$ cat config.mk
export PLATFORM = sky130hd
export DESIGN_NAME = pipe_stage_reg
export DESIGN_NICKNAME = d
export VERILOG_FILES = /design/src/rtl/pipe_pkg.sv /design/src/rtl/pipe_stage_reg_sat_cnt.sv /design/src/rtl/pipe_stage_reg.sv
export SDC_FILE = /design/constraint.sdc
export NUM_CORES = 1
export LEC_CHECK = 0
export CORE_MARGIN = 5
export CORE_UTILIZATION = 39
export CTS_BUF_LIST = sky130_fd_sc_hd__clkbuf_8
export CTS_CLUSTER_SIZE = 16
export DETAILED_ROUTE_END_ITERATION = 7
export GPL_TIMING_DRIVEN = 0
export PLACE_DENSITY_LB_ADDON = 0.12
export SETUP_SLACK_MARGIN = 0.02
export SYNTH_ARGS = -nofsm -noshare
export SYNTH_HDL_FRONTEND = slang
export SYNTH_SLANG_ARGS = --single-unit
$ cat constraint.sdc
create_clock -name clk -period 1.76 [get_ports clk]
set_input_delay 0.352 -clock clk [delete_from_list [all_inputs] [get_ports clk]]
set_output_delay 0.352 -clock clk [all_outputs]
set_load 0.005 [all_outputs]
$ cat src/rtl/pipe_pkg.sv
// Shared pipeline definitions.
// - Stall encoding (Stop/NoStop) and the reset level.
// - Default stall vector width.
// - Per-boundary payload layouts (field widths and offsets).
// - NOP bubble constants for each boundary.
package pipe_pkg;

    localparam logic Stop      = 1'b1;
    localparam logic NoStop    = 1'b0;
    localparam logic RstEnable = 1'b1;

    localparam int STALL_W_DEF = 6;

    // IF/ID: pc + instruction
    localparam int IF_ID_PC_W    = 32;
    localparam int IF_ID_INST_W  = 32;
    localparam int IF_ID_W       = IF_ID_PC_W + IF_ID_INST_W;
    localparam int IF_ID_INST_LO = 0;
    localparam int IF_ID_PC_LO   = IF_ID_INST_LO + IF_ID_INST_W;

    // ID/EX: aluop, alusel, wd, wreg, reg1, reg2 (MSB to LSB)
    localparam int ALUOP_W  = 8;
    localparam int ALUSEL_W = 3;
    localparam int WD_W     = 5;
    localparam int WREG_W   = 1;
    localparam int REG_W    = 32;
    localparam int ID_EX_W  = ALUOP_W + ALUSEL_W + WD_W + WREG_W + 2 * REG_W;
    localparam int ID_EX_REG2_LO   = 0;
    localparam int ID_EX_REG1_LO   = ID_EX_REG2_LO + REG_W;
    localparam int ID_EX_WREG_LO   = ID_EX_REG1_LO + REG_W;
    localparam int ID_EX_WD_LO     = ID_EX_WREG_LO + WREG_W;
    localparam int ID_EX_ALUSEL_LO = ID_EX_WD_LO + WD_W;
    localparam int ID_EX_ALUOP_LO  = ID_EX_ALUSEL_LO + ALUSEL_W;

    typedef struct packed {
        logic [ALUOP_W-1:0]  aluop;
        logic [ALUSEL_W-1:0] alusel;
        logic [WD_W-1:0]     wd;
        logic                wreg;
        logic [REG_W-1:0]    reg1;
        logic [REG_W-1:0]    reg2;
    } id_ex_t;

    // EX/MEM and MEM/WB: wd, wreg, wdata
    localparam int WB_W        = WD_W + WREG_W + REG_W;
    localparam int WB_WDATA_LO = 0;
    localparam int WB_WREG_LO  = WB_WDATA_LO + REG_W;
    localparam int WB_WD_LO    = WB_WREG_LO + WREG_W;

    // Bubbles: NOP op, NOP result type, NOP address, write disabled, zero data
    localparam logic [IF_ID_W-1:0] IF_ID_BUBBLE  = '0;
    localparam id_ex_t             ID_EX_BUBBLE  = '0;
    localparam logic [WB_W-1:0]    EX_MEM_BUBBLE = '0;
    localparam logic [WB_W-1:0]    MEM_WB_BUBBLE = '0;

endpackage

$ cat src/rtl/pipe_stage_reg_sat_cnt.sv
// Saturating up-counter.
// Ports: clk, rst (sync, active high), clr (zero, below rst),
//        inc (count one, below clr), cnt (current value).
module pipe_sat_cnt
    import pipe_pkg::*;
#(
    parameter int CNT_W = 16
) (
    input  logic             clk,
    input  logic             rst,
    input  logic             clr,
    input  logic             inc,
    output logic [CNT_W-1:0] cnt
);

    always_ff @(posedge clk) begin
        if (rst == RstEnable)
            cnt <= '0;
        else if (clr)
            cnt <= '0;
        else if (inc && (cnt != {CNT_W{1'b1}}))
            cnt <= cnt + 1'b1;
    end

endmodule

$ cat src/rtl/pipe_stage_reg.sv
// Generic inter-stage pipeline register with flush and stall/bubble counters.
// Ports: clk, rst (sync, active high), stall (global stall vector),
//        flush, in_payload/in_valid (upstream), out_payload/out_valid
//        (registered, downstream), cnt_clr, stall_cnt, bubble_cnt.
// up = stall[STAGE], dn = stall[STAGE+1]. Priority: rst, flush, bubble
// (up stopped, dn running), capture (up running), hold (both stopped).
module pipe_stage_reg
    import pipe_pkg::*;
#(
    parameter int                   PAYLOAD_W = 81,
    parameter int                   STALL_W   = STALL_W_DEF,
    parameter int                   STAGE     = 2,
    parameter logic [PAYLOAD_W-1:0] BUBBLE    = '0,
    parameter int                   CNT_W     = 16
) (
    input  logic                 clk,
    input  logic                 rst,
    input  logic [STALL_W-1:0]   stall,
    input  logic                 flush,
    input  logic [PAYLOAD_W-1:0] in_payload,
    input  logic                 in_valid,
    output logic [PAYLOAD_W-1:0] out_payload,
    output logic                 out_valid,
    input  logic                 cnt_clr,
    output logic [CNT_W-1:0]     stall_cnt,
    output logic [CNT_W-1:0]     bubble_cnt
);

    logic up;
    logic dn;
    logic is_hold;
    logic is_bubble;

    assign up = stall[STAGE];
    assign dn = stall[STAGE+1];

    // Flush wins over both stall cases, so neither counter sees a flush cycle.
    assign is_hold   = !flush && (up == Stop) && (dn == Stop);
    assign is_bubble = !flush && (up == Stop) && (dn == NoStop);

    always_ff @(posedge clk) begin
        if (rst == RstEnable) begin
            out_payload <= BUBBLE;
            out_valid   <= 1'b0;
        end else if (flush || is_bubble) begin
            out_payload <= BUBBLE;
            out_valid   <= 1'b0;
        end else if (up == NoStop) begin
            // dn == Stop here is a controller error; capture anyway.
            out_payload <= in_payload;
            out_valid   <= in_valid;
        end
        // else hold: keep contents
    end

    pipe_sat_cnt #(.CNT_W(CNT_W)) u_stall_cnt (
        .clk (clk),
        .rst (rst),
        .clr (cnt_clr),
        .inc (is_hold),
        .cnt (stall_cnt)
    );

    pipe_sat_cnt #(.CNT_W(CNT_W)) u_bubble_cnt (
        .clk (clk),
        .rst (rst),
        .clr (cnt_clr),
        .inc (is_bubble),
        .cnt (bubble_cnt)
    );

endmodule
**Word level (Yosys, flattened, before mapping)**

Cells that the tools add are included.

- Add/sub/neg operators: 2
- Multiplexer cells: 0
- $lt $le $gt $ge: 0
- Equality and inequality tests: 2
- Div/mod/pow operators: 0
- Reductions and logical operators: 9
- Shifts and indexed selects: 0
- Bitwise operators: 1
- Multipliers: 0

Operators by type and width:

| operator | number |
|---|---|
| 16-bit by 1-bit adder with 16-bit output (second input constant) | 2 |
| 16-bit != test (second input constant) | 2 |
| 1-bit logical AND | 5 |
| 2-bit OR reduction | 2 |
| 1-bit logical NOT | 1 |
| 1-bit logical OR | 1 |
| 1-bit NOT | 1 |

- RAM bits: 0
- Flip-flop bits (word level): 114
- Memories: 0
- Input bits: 92
- ROM bits: 0
- Output and inout port bits: 114
- Latch bits: 0

**Logic depth before layout (Yosys ltp)**

- Depth in word-level cells: 5
- Gate-level depth with buffers: 6
- Gate-level depth less buffers: 5

**Cells and area by module**

A second synthesis with hierarchy kept.

- Cell total of the unflattened synthesis: 571
- Area total of the unflattened synthesis: 5490.3 sq um

By module, submodules not included:

| module | area an instance (sq um) | instances | cells an instance | seq. area each (sq um) |
|---|---|---|---|---|
| pipe_stage_reg | 3656.0 | 1 | 367 | 1641.6 |
| pipe_sat_cnt | 917.1 | 2 | 102 | 320.3 |

**Worst setup path after synthesis**

OpenSTA, ideal clock, no wires.

- Kind: reg-to-reg
- Start: register u_stall_cnt.cnt[0]
- End: register u_stall_cnt.cnt[10]
- Stages on the path, launching flop included: 7
- Path slack: -0.135 ns
- Clock period less this slack: 1.895 ns
- Buffers on the path: 1
- Library setup time: 0.070 ns
- Arrival: 1.825 ns
- Required time: 1.690 ns
- Cells stage by stage: dfxtp_1 ha_1 nand3_2 or3_1 clkbuf_1 or4_1 a21oi_1

- Word-level cells in the longest chain between the ends: 2

Ends and longest elaborated chain:

| what | line | RTL |
|---|---|---|
| from (decl) | pipe_stage_reg_sat_cnt.sv:13 | `output logic [CNT_W-1:0] cnt` |
| from (signal assigned) | pipe_stage_reg_sat_cnt.sv:22 | `cnt <= cnt + 1'b1;` |
| parallel branches: the longest is 2 deep, another holds 16-bit by 1-bit adder with 16-bit output | - |  |

Parallel ways; which one is timed is not known.
A chain may end at the register's enable or synchronous reset.

**Worst setup path in the final report**

- Start: register u_stall_cnt.cnt[1]
- End: register u_stall_cnt.cnt[10]

Same word-level chain as after synthesis.

==> results.txt <==
----------------------------------------------------
[Clock network]
  Clk sinks ... around 110
  Number of buffers created by CTS ... 17
  Later-pin clock latency in the skew report ... 0.44 ns
  Cell at the root of the clock tree ... clkbuf_8
  Clk buf depth ... 2
  CTS tree ... built
  CTS clock-pin slew for the worst setup and hold paths ... 0.07 ns
  Post-CTS Hold Buffers ... 0
  H-tree depth reported by CTS ... 4

[Yosys]
  Synthesis Warnings ... 0
  Synthesized net count ... approximately 560
  Number of enable flip-flop cells after synthesis ... 0
  Dominant synthesized flop cell ... dfxtp_1
  Share of flip-flops with an asynchronous set or reset after synthesis ... 0%
  Mean area per synthesized cell ... 9.73 sq um
  Library cell with the largest summed area after synthesis ... dfxtp_1
  Biggest area contributors in the synthesized netlist ... dfxtp_1, mux2i_1, nor2_1
  Area fraction of the dominant cell type after synthesis ... between 50% and 60%
  Commonest cells post-synth ... dfxtp_1, mux2i_1, nor2_1, a21oi_1, nand2_1
  Combined area of all synthesized cells ... 0.00454 sq mm
  Post-Synthesis Cells ... 467
  Number of unique standard cell types used by synthesis ... 38
  Number of synthesized register bits ... 114
  Seq/Total Area, Yosys ... around half
  Leading cell type by number of instances after synthesis ... dfxtp_1

[Pwr]
  Leakage power ... 2.93 nW
  Areal power density over the cells ... roughly 780 mW/mm^2
  Highest ir drop seen on vdd ... 0.570 mV
  Final Power ... 5.82 mW

[Setup path]
  Endpoint arrival time on the critical path ... ~2.1 ns
  Kind of end point of the critical path ... register
  Crit-path cells ... ha_4, nand3_4, or3_4, or4_1, a21oi_1
  Required time of the critical path ... roughly 2.1 ns
  Cell count of the worst reg-to-reg path ... 5
  Worst-path maximum fanout ... 5
  Setup slack of the worst register-to-register path ... 0.05 ns
  Class of the most critical setup path ... register to register
  Startpoint of the worst register-to-register path ... u_stall_cnt.cnt[1]
  End of the worst register-to-register path ... u_stall_cnt.cnt[10]
  Family of cells with the greatest summed delay on the critical path ... simple AND/OR/NAND/NOR gates
  CP startpoint kind ... register
  Slowest CP cell ... or4_1
  CP bufs+invs ... 0
  Highest cell delay on the worst timing path ... between 0.4 and 0.5 ns

[GRT]
  Number of antenna violations at the first check in global routing ... 1
  Global router's overall resource usage ... 19.9%
  Global-route wire length before repair ... 22500 um
  Pin count of the biggest net entering global routing ... 17
  Overflow left after global routing ... 0
  Vias in the first global route ... 4540

[Placed design]
  Half-perimeter wire length of the detailed placement result ... between 10000 and 15000 um
  Final Wtd Congestion ... roughly 0.78
  Port Buffers ... 201

[Drt]
  Violation count after the first detailed-routing iteration ... ~250
  Detail Route Antenna Nets ... 0
  Vias per cell ... 5.16
  Total Routed Length ... 14000 um
  Detailed-routing iteration count for the pre-antenna-repair pass ... 4
  Total via count in the routed design ... 4432
  Number of remaining DRC errors ... 0
  Detail-routed net length per standard cell ... ~16 um

[Cells and area]
  Number of nets at the end of the flow ... ~800
  Layout cell share with drive strength beyond 1 ... 15.8%
  Utilization of the core after routing ... 65.6%
  Area growth from synthesis to layout ... 65.0%

[Die]
  Die area ... 0.0139 sq mm
  Die width ... 118 um
  Initial standard-cell utilization of the core ... between 30% and 40%
  Core area ... ~0.011 sq mm
  Floorplan row count ... 39
  Height of the die ... around 120 um
  Number of placed I/O pins ... 206

[Hold path]
  Cell count of the worst hold path ... 1
  Worst Hold Launch ... u_stall_cnt.cnt[12]
  Destination of the worst hold path ... u_stall_cnt.cnt[12]
  Worst hold path type ... register to register

[STA]
  Hold violation total from the final report ... 0
  Clock Skew ... 0.00501 ns
  Total count of max-transition violations in the final report ... 0
  Final setup fails ... 0
  Worst Max-Slew Pin Slew ... 0.519 ns
  Timing-limited maximum frequency ... 585 MHz
  Share of the cycle needed by the critical path after routing ... 97.1%
  Shortest clock period the worst path allows after layout ... around 1.7 ns
  Unrepaired setup endpoints after global routing ... yes
  Relative max-transition margin ... 65.4%

[Flow run]
  Max-cap violations ... 0

[Status]
  Run status ... finished clean

----------------------------------------------------
worst max-delay path by stage:
stage / endpoint / cells past startpoint / slack [ns] / startpoint
detailed placement: out_payload[40] / 6 / -0.93 / stall[2]
global placement: out_payload[43] / 6 / -0.97 / stall[2]
finish: u_stall_cnt.cnt[10] / 5 / 0.05 / u_stall_cnt.cnt[1]
CTS: bubble_cnt[4] / 1 / 0.02 / u_bubble_cnt.cnt[4]
floorplan: u_stall_cnt.cnt[10] / 5 / 0.04 / u_stall_cnt.cnt[4]
global route: u_stall_cnt.cnt[10] / 5 / -0.02 / u_stall_cnt.cnt[1]
cells by family after synthesis:
kind of cell             share of synthesized area, %
flip-flops                                       50.2
AO/OA/AOI/OAI                                    8.18
buffers and inverters                            2.40
adder cells (fa/ha/maj)                         0.551
multiplexers                                     19.2
AND/OR/NAND/NOR                                  19.5
what timing repair did:
item	in CTS	in global routing
endpoints found under the setup margin	136	42
gates resized for setup	53	30
setup buffers	13	6
pin swaps	8	4
cells in the final DEF (no fill, tap or decap), types with 2 or more instances in the layout:
cell type,Yosys,layout
a2111o_1,2,2
bufinv_16,0,3
clkbuf_2,0,7
dlymetal6s2s_1,0,4
o31ai_1,15,15
clkinv_2,0,4
dfxtp_4,0,16
inv_1,2,2
nor4_1,4,2
or3_1,11,8
and4_1,2,2
clkbuf_8,0,19
clkinvlp_4,0,2
buf_2,0,4
clkinv_4,0,2
dlygate4sd2_1,0,3
dfxtp_2,0,15
nor4_4,0,3
dfxtp_1,114,83
o41ai_1,2,2
nor3_1,9,7
o21ai_1,4,4
nor2_1,84,84
clkdlybuf4s50_1,0,194
or4_1,15,15
a21oi_1,23,23
nand3_4,0,2
nand4_1,9,9
buf_1,7,3
nand2_1,21,20
o21a_1,5,5
clkbuf_1,20,8
mux2i_1,87,87
buf_4,0,19
nor3_2,0,2
nand3_1,8,8
or3_4,0,3
and3_1,3,2
power by group:
part	internal (mW)	total (mW)	leakage [nW]	switching (mW)
clock network	1.47	2.57	0.212	1.10
registers	2.61	2.65	0.946	0.0305
logic	0.377	0.601	1.77	0.224
total	4.46	5.82	2.93	1.35
routing by layer:
metal	part of all wire, %	global-route usage (%)	routed length [um]	vias up
met5	0	0	0	-
met4	2.8	9.53	388	0
met3	8.6	8.99	1200	29
met2	50	32.6	6970	175
met1	39	21.8	5480	2070
li1	-	-	-	2158
final cells by class:
cell class | count | area (sq um)
Tap cell | 143 | 179
Clock inverter | 13 | 158
Timing Repair Buffer | 220 | 2160
Buffer | 23 | 108
Sequential cell | 114 | 2360
Antenna cell | 1 | 2.50
Clock buffer | 19 | 262
Multi-Input combinational cell | 324 | 2260
Inverter | 2 | 7.51
Fill cell | 946 | 3920
through the flow:
stage | instances | instance area (sq um) | hold WS [ns] | setup TNS (ns) | setup slack, ns
3_3_place_gp | 811 | 6760 | 0.473 | -87.06 | -0.965
5_1_grt | 859 | 7500 | 0.500 | -0.0233 | -0.0233
4_1_cts | 852 | 7370 | 0.483 | 0 | 0.0213
6_report | 859 | 7500 | 0.489 | 0 | 0.0512
2_1_floorplan | 467 | 4570 | 0.472 | 0 | 0.0354
3_5_place_dp | 811 | 6760 | 0.483 | -85.18 | -0.929
worst reg2reg max path: stages, from the launching register on:
cell     delay [ns]
dfxtp_4        0.38
ha_4           0.15
nand3_4        0.10
or3_4          0.40
or4_1          0.47
a21oi_1        0.13
registers in the layout, summed over array words and instances, names as in the netlist:
name              flops
out_valid             1
out_payload          81
u_stall_cnt.cnt      16
u_bubble_cnt.cnt     16
No activity file was read; power rests on OpenSTA's default activity.
